===== config.mk =====
export PLATFORM = sky130hd
export DESIGN_NAME = bch15_encoder
export DESIGN_NICKNAME = d
export VERILOG_FILES = /design/src/rtl/bch15_pkg.sv /design/src/rtl/bch15_lfsr.sv /design/src/rtl/bch15_encoder.sv
export SDC_FILE = /design/constraint.sdc
export NUM_CORES = 1
export LEC_CHECK = 0
export ABC_AREA = 1
export BUFFER_PORTS_ARGS = -buffer_cell sky130_fd_sc_hd__buf_2
export CAP_MARGIN = 40
export CORE_MARGIN = 5
export CORE_UTILIZATION = 50
export DETAILED_ROUTE_END_ITERATION = 10
export GPL_TIMING_DRIVEN = 0
export PLACE_DENSITY = 0.81
export SYNTH_ARGS = -nofsm -noshare
export SYNTH_HDL_FRONTEND = slang
export SYNTH_HIERARCHICAL = 1
export SYNTH_SLANG_ARGS = --single-unit

===== constraint.sdc =====
create_clock -name clk -period 1.7 [get_ports clk]
set_input_delay 0.17 -clock clk [delete_from_list [all_inputs] [get_ports clk]]
set_output_delay 0.17 -clock clk [all_outputs]
set_load 0.03 [all_outputs]

===== src/rtl/bch15_pkg.sv =====
// Shared constants, FSM state type and parity helper for the BCH(15,5) t=3 encoder.
package bch15_pkg;

    localparam int          BCH_N      = 15;
    localparam int          BCH_K      = 5;
    localparam int          BCH_PAR    = 10;
    localparam logic [10:0] BCH_G_POLY = 11'h537;

    typedef enum logic [1:0] {
        IDLE  = 2'd0,
        SHIFT = 2'd1,
        DONE  = 2'd2
    } bch_state_e;

    // One step of the division-by-g(x) register; g_low is g(x) without its x^10 term.
    function automatic logic [9:0] lfsr_step(input logic [9:0] lfsr,
                                             input logic       din,
                                             input logic [9:0] g_low);
        logic fb;
        fb = din ^ lfsr[9];
        return {lfsr[8:0], 1'b0} ^ (fb ? g_low : 10'd0);
    endfunction

endpackage


===== src/rtl/bch15_lfsr.sv =====
// 10-bit parity register computing (msg(x)*x^10) mod g(x), one message bit per enabled cycle.
module bch15_lfsr
    import bch15_pkg::*;
#(
    parameter logic [10:0] G_POLY = BCH_G_POLY
) (
    input  logic       clk,
    input  logic       rst,
    input  logic       clr,
    input  logic       shift_en,
    input  logic       din,
    output logic [9:0] parity
);

    logic [9:0] parity_r;

    // Parity register: cleared at word start, advanced once per message bit.
    always_ff @(posedge clk) begin
        if (rst) begin
            parity_r <= 10'd0;
        end else if (clr) begin
            parity_r <= 10'd0;
        end else if (shift_en) begin
            parity_r <= lfsr_step(parity_r, din, G_POLY[9:0]);
        end else begin
            parity_r <= parity_r;
        end
    end

    assign parity = parity_r;

endmodule


===== src/rtl/bch15_encoder.sv =====
// Systematic BCH(15,5) encoder: cw[14:10]=msg, cw[9:0]=parity, one word per 7 cycles.
// Optional BCH15_ENC_ERR_INJECT_EN adds err_mask, XORed into cw to stress the decoder.
module bch15_encoder
    import bch15_pkg::*;
#(
    parameter logic [10:0] G_POLY = BCH_G_POLY
) (
    input  logic        clk,
    input  logic        rst,
    input  logic [4:0]  msg,
    input  logic        msg_valid,
    output logic        msg_ready,
    output logic [14:0] cw,
    output logic        cw_valid,
    input  logic        cw_ready,
`ifdef BCH15_ENC_ERR_INJECT_EN
    input  logic [14:0] err_mask,
`endif
    output logic        busy
);

    bch_state_e  state_r;
    bch_state_e  state_s;
    logic [4:0]  msg_r;
    logic [2:0]  cnt_r;
    logic [14:0] cw_r;
    logic        cw_valid_r;
    logic [9:0]  parity_s;
    logic        bit_s;
    logic        accept_s;
    logic        shift_en_s;
    logic        last_s;
    logic        release_s;
    logic [14:0] err_s;

    assign bit_s = msg_r[3'd4 - cnt_r];

    bch15_lfsr #(.G_POLY(G_POLY)) u_lfsr (
        .clk      (clk),
        .rst      (rst),
        .clr      (accept_s),
        .shift_en (shift_en_s),
        .din      (bit_s),
        .parity   (parity_s)
    );

`ifdef BCH15_ENC_ERR_INJECT_EN
    logic [14:0] err_mask_r;

    // Error mask travels with the message so it cannot change mid-word.
    always_ff @(posedge clk) begin
        if (rst) begin
            err_mask_r <= 15'd0;
        end else if (accept_s) begin
            err_mask_r <= err_mask;
        end else begin
            err_mask_r <= err_mask_r;
        end
    end

    assign err_s = err_mask_r;
`else
    assign err_s = 15'd0;
`endif

    // Next-state and per-cycle control strobes.
    always_comb begin
        state_s    = state_r;
        accept_s   = 1'b0;
        shift_en_s = 1'b0;
        last_s     = 1'b0;
        release_s  = 1'b0;
        case (state_r)
            IDLE: begin
                if (msg_valid) begin
                    state_s  = SHIFT;
                    accept_s = 1'b1;
                end else begin
                    state_s = IDLE;
                end
            end
            SHIFT: begin
                shift_en_s = 1'b1;
                if (cnt_r == 3'd4) begin
                    state_s = DONE;
                    last_s  = 1'b1;
                end else begin
                    state_s = SHIFT;
                end
            end
            DONE: begin
                if (cw_ready) begin
                    state_s   = IDLE;
                    release_s = 1'b1;
                end else begin
                    state_s = DONE;
                end
            end
            default: begin
                state_s = IDLE;
            end
        endcase
    end

    // State, message capture, bit counter and output word registers.
    always_ff @(posedge clk) begin
        if (rst) begin
            state_r    <= IDLE;
            msg_r      <= 5'd0;
            cnt_r      <= 3'd0;
            cw_r       <= 15'd0;
            cw_valid_r <= 1'b0;
        end else begin
            state_r <= state_s;
            if (accept_s) begin
                msg_r <= msg;
                cnt_r <= 3'd0;
            end else if (shift_en_s) begin
                cnt_r <= cnt_r + 3'd1;
            end
            // The last bit is folded in here so cw is ready on the same edge as DONE.
            if (last_s) begin
                cw_r       <= {msg_r, lfsr_step(parity_s, bit_s, G_POLY[9:0])} ^ err_s;
                cw_valid_r <= 1'b1;
            end else if (release_s) begin
                cw_valid_r <= 1'b0;
            end
        end
    end

    assign msg_ready = (state_r == IDLE);
    assign busy      = (state_r != IDLE);
    assign cw        = cw_r;
    assign cw_valid  = cw_valid_r;

endmodule


==> Word-level counts from Yosys, hierarchy flattened <==
Cells that the tools add are included.
{ "totals": {"word_cells": 34, "inputBits": 9, "ff_bits": 36, "out_inout_bits": 18} }
{ "op_classes": {"order_cmp": 1, "bitwise": 2, "reduce_logical": 4, "add_sub_neg": 2, "muxes": 16, "n_eq_ne": 3} }
{ "op_table": {"columns": ["op", "n"], "rows": [
  ["$mux 1", 11],
  ["$xor 10x10->10", 1],
  ["$mux 9", 1],
  ["$pmux 2 s3", 1],
  ["$lt 3x4->1 const B", 1],
  ["$mux 2", 2],
  ["$reduce_bool 2->1", 2],
  ["$add 3x1->3 const B", 1],
  ["$bmux 1 s3", 1],
  ["$eq 3x3->1 const B", 1],
  ["$sub 3x3->3 const A", 1],
  ["$eq 2x1->1 const B", 1],
  ["$eq 2x2->1 const B", 1],
  ["$logic_not 2->1", 1],
  ["$reduce_or 2->1", 1],
  ["$xor 1x1->1", 1]
]} }

==> Logic depth before layout (Yosys ltp) <==
{ "logic_depth": {"ltp_word": 6, "depth_mapped": 13, "depth_no_buf": 13} }

==> Cells and area by module <==
Netlist, hierarchy kept.
{ "by_module_without_submodules": {"columns": ["module", "instances", "area_per_inst_um2", "cells_each"], "rows": [
  ["bch15_encoder", 1, 1193.6, 162],
  ["bch15_lfsr", 1, 503.0, 68]
]} }

==> Worst setup path after synthesis <==
OpenSTA, ideal clock, no wires.
{ "synth_path": {"path_type": "reg-to-reg", "from": "register cnt_r[0]", "to": "register u_lfsr.parity_r[1], in the netlist u_lfsr/parity[1]", "arrival_time_ns": 1.669, "path_stages_with_launch": 11, "path_slack_ns": -0.089, "period_less_slack_ns": 1.789, "required_ns": 1.580, "path_cell_list": "dfxtp_1 > inv_2 > ha_1 > ha_1 > nand4_1 > nand2_1 > nand2_1 > nand3_4 > nand2_1 > nand2_1 > nor2_1"} }
{ "synth_via": {"elab_chain_cells": 6} }
{ "synth_rtl": {"columns": ["element", "line_no", "rtl"], "rows": [
  ["from (decl)", "bch15_encoder.sv:25", "logic [2:0] cnt_r;"],
  ["from (signal assigned)", "bch15_encoder.sv:119", "cnt_r <= cnt_r + 3'd1;"],
  ["$sub 3x3->3", "bch15_encoder.sv:36", "assign bit_s = msg_r[3'd4 - cnt_r];"],
  ["$bmux 1 s3", "bch15_encoder.sv:36", null],
  ["$mux 1 (not written as such)", "bch15_encoder.sv:36", null],
  ["named net bit_s", "bch15_encoder.sv:29", "logic bit_s;"],
  ["$xor 1x1->1", "bch15_pkg.sv:20", "fb = din ^ lfsr[9];"],
  ["$mux 9", "bch15_pkg.sv:21", "return {lfsr[8:0], 1'b0} ^ (fb ? g_low : 10'd0);"],
  ["$xor 10x10->10", "bch15_pkg.sv:21", null],
  ["to (signal assigned)", "bch15_lfsr.sv:24", "parity_r <= lfsr_step(parity_r, din, G_POLY[9:0]);"],
  ["to (signal assigned)", "bch15_lfsr.sv:26", "parity_r <= parity_r;"],
  ["to (decl)", "bch15_lfsr.sv:15", "logic [9:0] parity_r;"]
]} }
The timed path passes the listed nets, and every way through them passes these cells. The select of a mux whose other input is x is not followed.
A chain may end at the register's enable or synchronous reset.

==> Final worst setup path <==
{ "layout_path": {"from": "register cnt_r[0]", "to": "register cw_r[4], in the netlist cw[4]"} }
{ "layout_via": {"elab_chain_cells": 6, "word_cells_on_any_way": 9, "classes_between": "add/sub (1); eq/ne (1); mux (5); bitwise (2)"} }
{ "layout_rtl": {"columns": ["element", "line_no", "rtl"], "rows": [
  ["$sub 3x3->3", "bch15_encoder.sv:36", null],
  ["$bmux 1 s3", "bch15_encoder.sv:36", null],
  ["$mux 1 (not written as such)", "bch15_encoder.sv:36", null],
  ["$xor 1x1->1", "bch15_pkg.sv:20", null],
  ["$mux 9", "bch15_pkg.sv:21", null],
  ["$xor 10x10->10", null, null],
  ["to (signal assigned)", "bch15_encoder.sv:123", "cw_r <= {msg_r, lfsr_step(parity_s, bit_s, G_POLY[9:0])} ^ err_s;"],
  ["to (decl)", "bch15_encoder.sv:26", "logic [14:0] cw_r;"]
]} }
Several ways; a longest one is shown, not always the timed one. The select of a mux whose other input is x is not followed.

==> results <==
- For this run, the number of Yosys warnings is 6.
- The number of vias per cell is about 4.9.
- The TritonCTS clock tree is yes.
- The die extent in y is about 68 um.
- The internal power is about 0.0012 W.
- The floorplan step set the die width to approximately 70 um.
- The via count of the first global-routing pass is about 1400.
- After the last flow step, the layout net total stands at ~280.
- The most critical setup path has its startpoint at cnt_r[0].
- For this configuration, the core starts out at a cell density of 0.512.
- The count of hold buffers inserted by post-cts repair is 0.
- The share of the synthesized area in the top cell type is 0.425.
- At the end of the flow the core is filled with cells to 0.621.
- Counting the fill cells in the layout gives 320.
- By count the netlist is led by sky130_fd_sc_hd__nand2_1 (58), sky130_fd_sc_hd__dfxtp_1 (36), sky130_fd_sc_hd__nor2_1 (31).
- The number of cells produced by synthesis is 230.
- The design draws about 0.0016 W.
- The sum of routed wire length over all layers is 3.69 mm.
- At the worst endpoint, the arrival time is between 1.5 and 2 ns.
- The library cell with the highest instance count after synthesis is sky130_fd_sc_hd__nand2_1.
- After the first detailed-routing iteration, the DRC count stood at around 120.
- Clock-pin slew was measured on the worst setup and hold paths at 0.11 ns.
- The portion of total power attributed to sequential cells is 0.541.
- Entering global routing, the biggest net connects 12 pins.
- The first detailed-routing pass ran for 5 iterations.
- The total count of max-transition violations in the final report was 0.
- Of the cells placed in the final design, the portion with a size suffix greater than 1 is 0.268.
- The min-delay analysis places its worst path in the category input pin to flop.
- IR analysis of the VDD net gives a maximum drop of roughly 0.61 mV.
- The H-tree was split into 2 levels.
- Once layout is complete, the cells apart from fillers number 318.
- The die covers 0.00466 mm2.
- Setup violations remaining at the end of the flow were counted as 0.
- The number of nets handed over by synthesis was approximately 240.
- The worst setup path is captured at a flop.
- The weighted congestion reported at the end of routability-driven placement is ~0.76.
- Summed over all nets, the switching power comes to between 0.0004 and 0.0005 W.
- The clock period minus worst slack is about 1.7 ns.
- In this run the core area contains 21 standard-cell rows.
- Dividing total power by cell area gives a power density of 797 mW/mm2.
- The flow ran to the end, and the final reports show no timing, DRC or antenna violations.
- The number of hold-slack violations in the final timing report is 0.
- Of the total power, the share spent switching nets is 0.285.
- The wire length per cell is between 10 and 15 um.
- The first global-routing pass estimated around 6.1 mm of wire.
- After detailed placement, the total cell area comes to 0.00189 mm2.
- Of the total power, combinational logic draws 0.164.
- After floorplanning, the core was sized to cover roughly 0.0033 mm2.
- The total global routing overflow is 0.
- The critical path in this run is classified as flop to flop.
- Ranked by total cell area, the synthesized netlist is headed by sky130_fd_sc_hd__dfxtp_1 (42%), sky130_fd_sc_hd__nand2_1 (13%), sky130_fd_sc_hd__nor2_1 (6.9%).
- In the global route stage, overall resource usage came out at 0.176.
- The clock buffer count from CTS is 5.
- The clock tree skew after final layout is 0.00229 ns.
- The count of maximum capacitance violations is 0.
- The portion of total power attributed to the clock network is 0.295.
- The cell area after layout is between 0.002 and 0.0025 mm2.
- In this run the clock root is driven by a sky130_fd_sc_hd__clkbuf_4.
- Of all nets on the critical path, the largest fanout is 5.
- The most instantiated flip-flop cell in the synthesis netlist is sky130_fd_sc_hd__dfxtp_1.
- The number of remaining DRC errors is 0.
- After synthesis, the netlist uses 24 different library cells.
- Clock tree synthesis found a total of 36 sinks.
- The clock reaches the later pin of the worst-skew pair after 0.34 ns.
- For this block, the via count after detailed routing is 1554.
- The number of antenna violations at the first check in global routing is 0.
- Data on the critical path is required at its endpoint by slightly below 2 ns.
- The HPWL after detailed placement is 2.52 mm.
- During I/O placement, the number of pins put on the boundary was 27.
- The synthesized design spends more area on one cell type than any other, namely sky130_fd_sc_hd__dfxtp_1.
- Adding up every negative setup slack in the final design gives 0 ns.
- The fraction of registers with async set/reset is 0.
- The proportion of synthesized chip area in sequential cells is 0.425.
- Counting tap cells, the placed design contains a total of 302 instances.
- The max-slew headroom at the worst pin is 0.765.
- The highest attainable clock frequency is around 600 MHz.
- The worst hold path begins at rst.
- The number of enable flip-flop cells after synthesis is 0.
- STA classifies the critical path startpoint as a flop.
- The slew at the pin closest to its max-slew limit is about 0.35 ns.
- The count of nets left with antenna violations once routing finished came out at 0.
- The number of buffers between clock root and the deepest sink is 2.
- Setup repair after global routing could not meet its margin everywhere.
- In this run the tool buffered the top-level ports with 26 buffer cells.
- Counting flops and latches in the post-synthesis netlist gives 36.
- The area growth from synthesis to layout is 21.2%.
- The period utilization is 0.979.
- The analysis attributes to cell leakage a power of 0.980 nW.
- The repair_antennas step left the layout with diodes totalling 0.
- The mapped netlist covers 0.00170 mm2.
- The launch point of the worst reg-to-reg path is cnt_r[0].
- The average size of a mapped cell is roughly 7.4 um2.
==> registers in the layout, indices dropped and copies added (netlist names) <==
signal and count:
u_lfsr/parity 10, cw_valid 1, cw 15, msg_r 5
state_r 2, cnt_r 3
==> layer usage <==
layer / track usage / routed length, um / up-vias
li1: - / - / 821
met1: 0.219 / 1730 / 685
met2: 0.279 / 1690 / 41
met3: 0.0460 / 215 / 7
met4: 0.0893 / 55 / 0
met5: 0 / 0 / -
==> logic make-up after synthesis <==
group,after synthesis,synth area share
compound gates,41,0.128
fa+ha+maj,3,0.0221
buf+inv,34,0.103
flops,36,0.425
simple gates,116,0.322
==> power by group through the flow <==
stage	logic (W)	clock network, W	registers, W
CTS	0.000240	0.000498	0.000887
global placement	0.000223	0	0.000908
floorplan	0.000180	0	0.000903
finish	0.000269	0.000483	0.000888
global route	0.000297	0.000541	0.000891
detailed placement	0.000228	0	0.000908
==> final timing paths <==
kind	to	slack, ns	depth (start not counted)
max	cw[4]	0.04	10
min reg2reg	cw_valid	0.47	2
max reg2reg	cw[4]	0.04	10
min	cw_valid	0.06	2
==> critical path: stages, from the launching register on <==
cell and delay (ns):
sky130_fd_sc_hd__dfxtp_4 0.38, sky130_fd_sc_hd__inv_4 0.04, sky130_fd_sc_hd__ha_4 0.15, sky130_fd_sc_hd__ha_4 0.25, sky130_fd_sc_hd__nand4_1 0.11, sky130_fd_sc_hd__buf_4 0.18, sky130_fd_sc_hd__nand3_4 0.11, sky130_fd_sc_hd__buf_4 0.12
sky130_fd_sc_hd__nand4_1 0.09, sky130_fd_sc_hd__nand2_1 0.09, sky130_fd_sc_hd__nor2_1 0.05
==> placed cells by master, fill, tap and decap left out, types with 3 or more instances in the layout <==
cell	instances
sky130_fd_sc_hd__a21oi_1	19
sky130_fd_sc_hd__buf_2	28
sky130_fd_sc_hd__buf_4	9
sky130_fd_sc_hd__buf_6	3
sky130_fd_sc_hd__clkbuf_4	5
sky130_fd_sc_hd__dfxtp_1	34
sky130_fd_sc_hd__inv_1	21
sky130_fd_sc_hd__inv_2	3
sky130_fd_sc_hd__nand2_1	56
sky130_fd_sc_hd__nand2_2	3
sky130_fd_sc_hd__nand3_1	8
sky130_fd_sc_hd__nand4_1	10
sky130_fd_sc_hd__nor2_1	29
sky130_fd_sc_hd__o21ai_0	17
==> per-stage QoR <==
step                      hold slack, ns  setup WS, ns
after floorplan                    0.239        0.0385
after global placement             0.421       -0.0914
after detailed placement           0.433        -0.130
after CTS                         0.0516       0.00774
after global routing              0.0436       -0.0503
final                             0.0643        0.0358
==> layout make-up <==
type	count	area (um2)	share of cell area
plain buffers	8	75.1	0.0365
clock buffers	6	51.3	0.0249
clock inverters	2	10.0	0.00487
inverters	26	103	0.0499
multi-input cells	160	845	0.411
flip-flops and latches	36	726	0.353
well taps	46	57.6	0.0280
repair buffers	34	190	0.0925
==> timing repair <==
item,in CTS,in global routing
buffers inserted,2,6
pin swaps,0,7
gates resized for setup,4,6
setup endpoints to repair,12,11
endpoints found under the hold margin,0,0
Note: power is estimated with default switching activity, not from simulation.
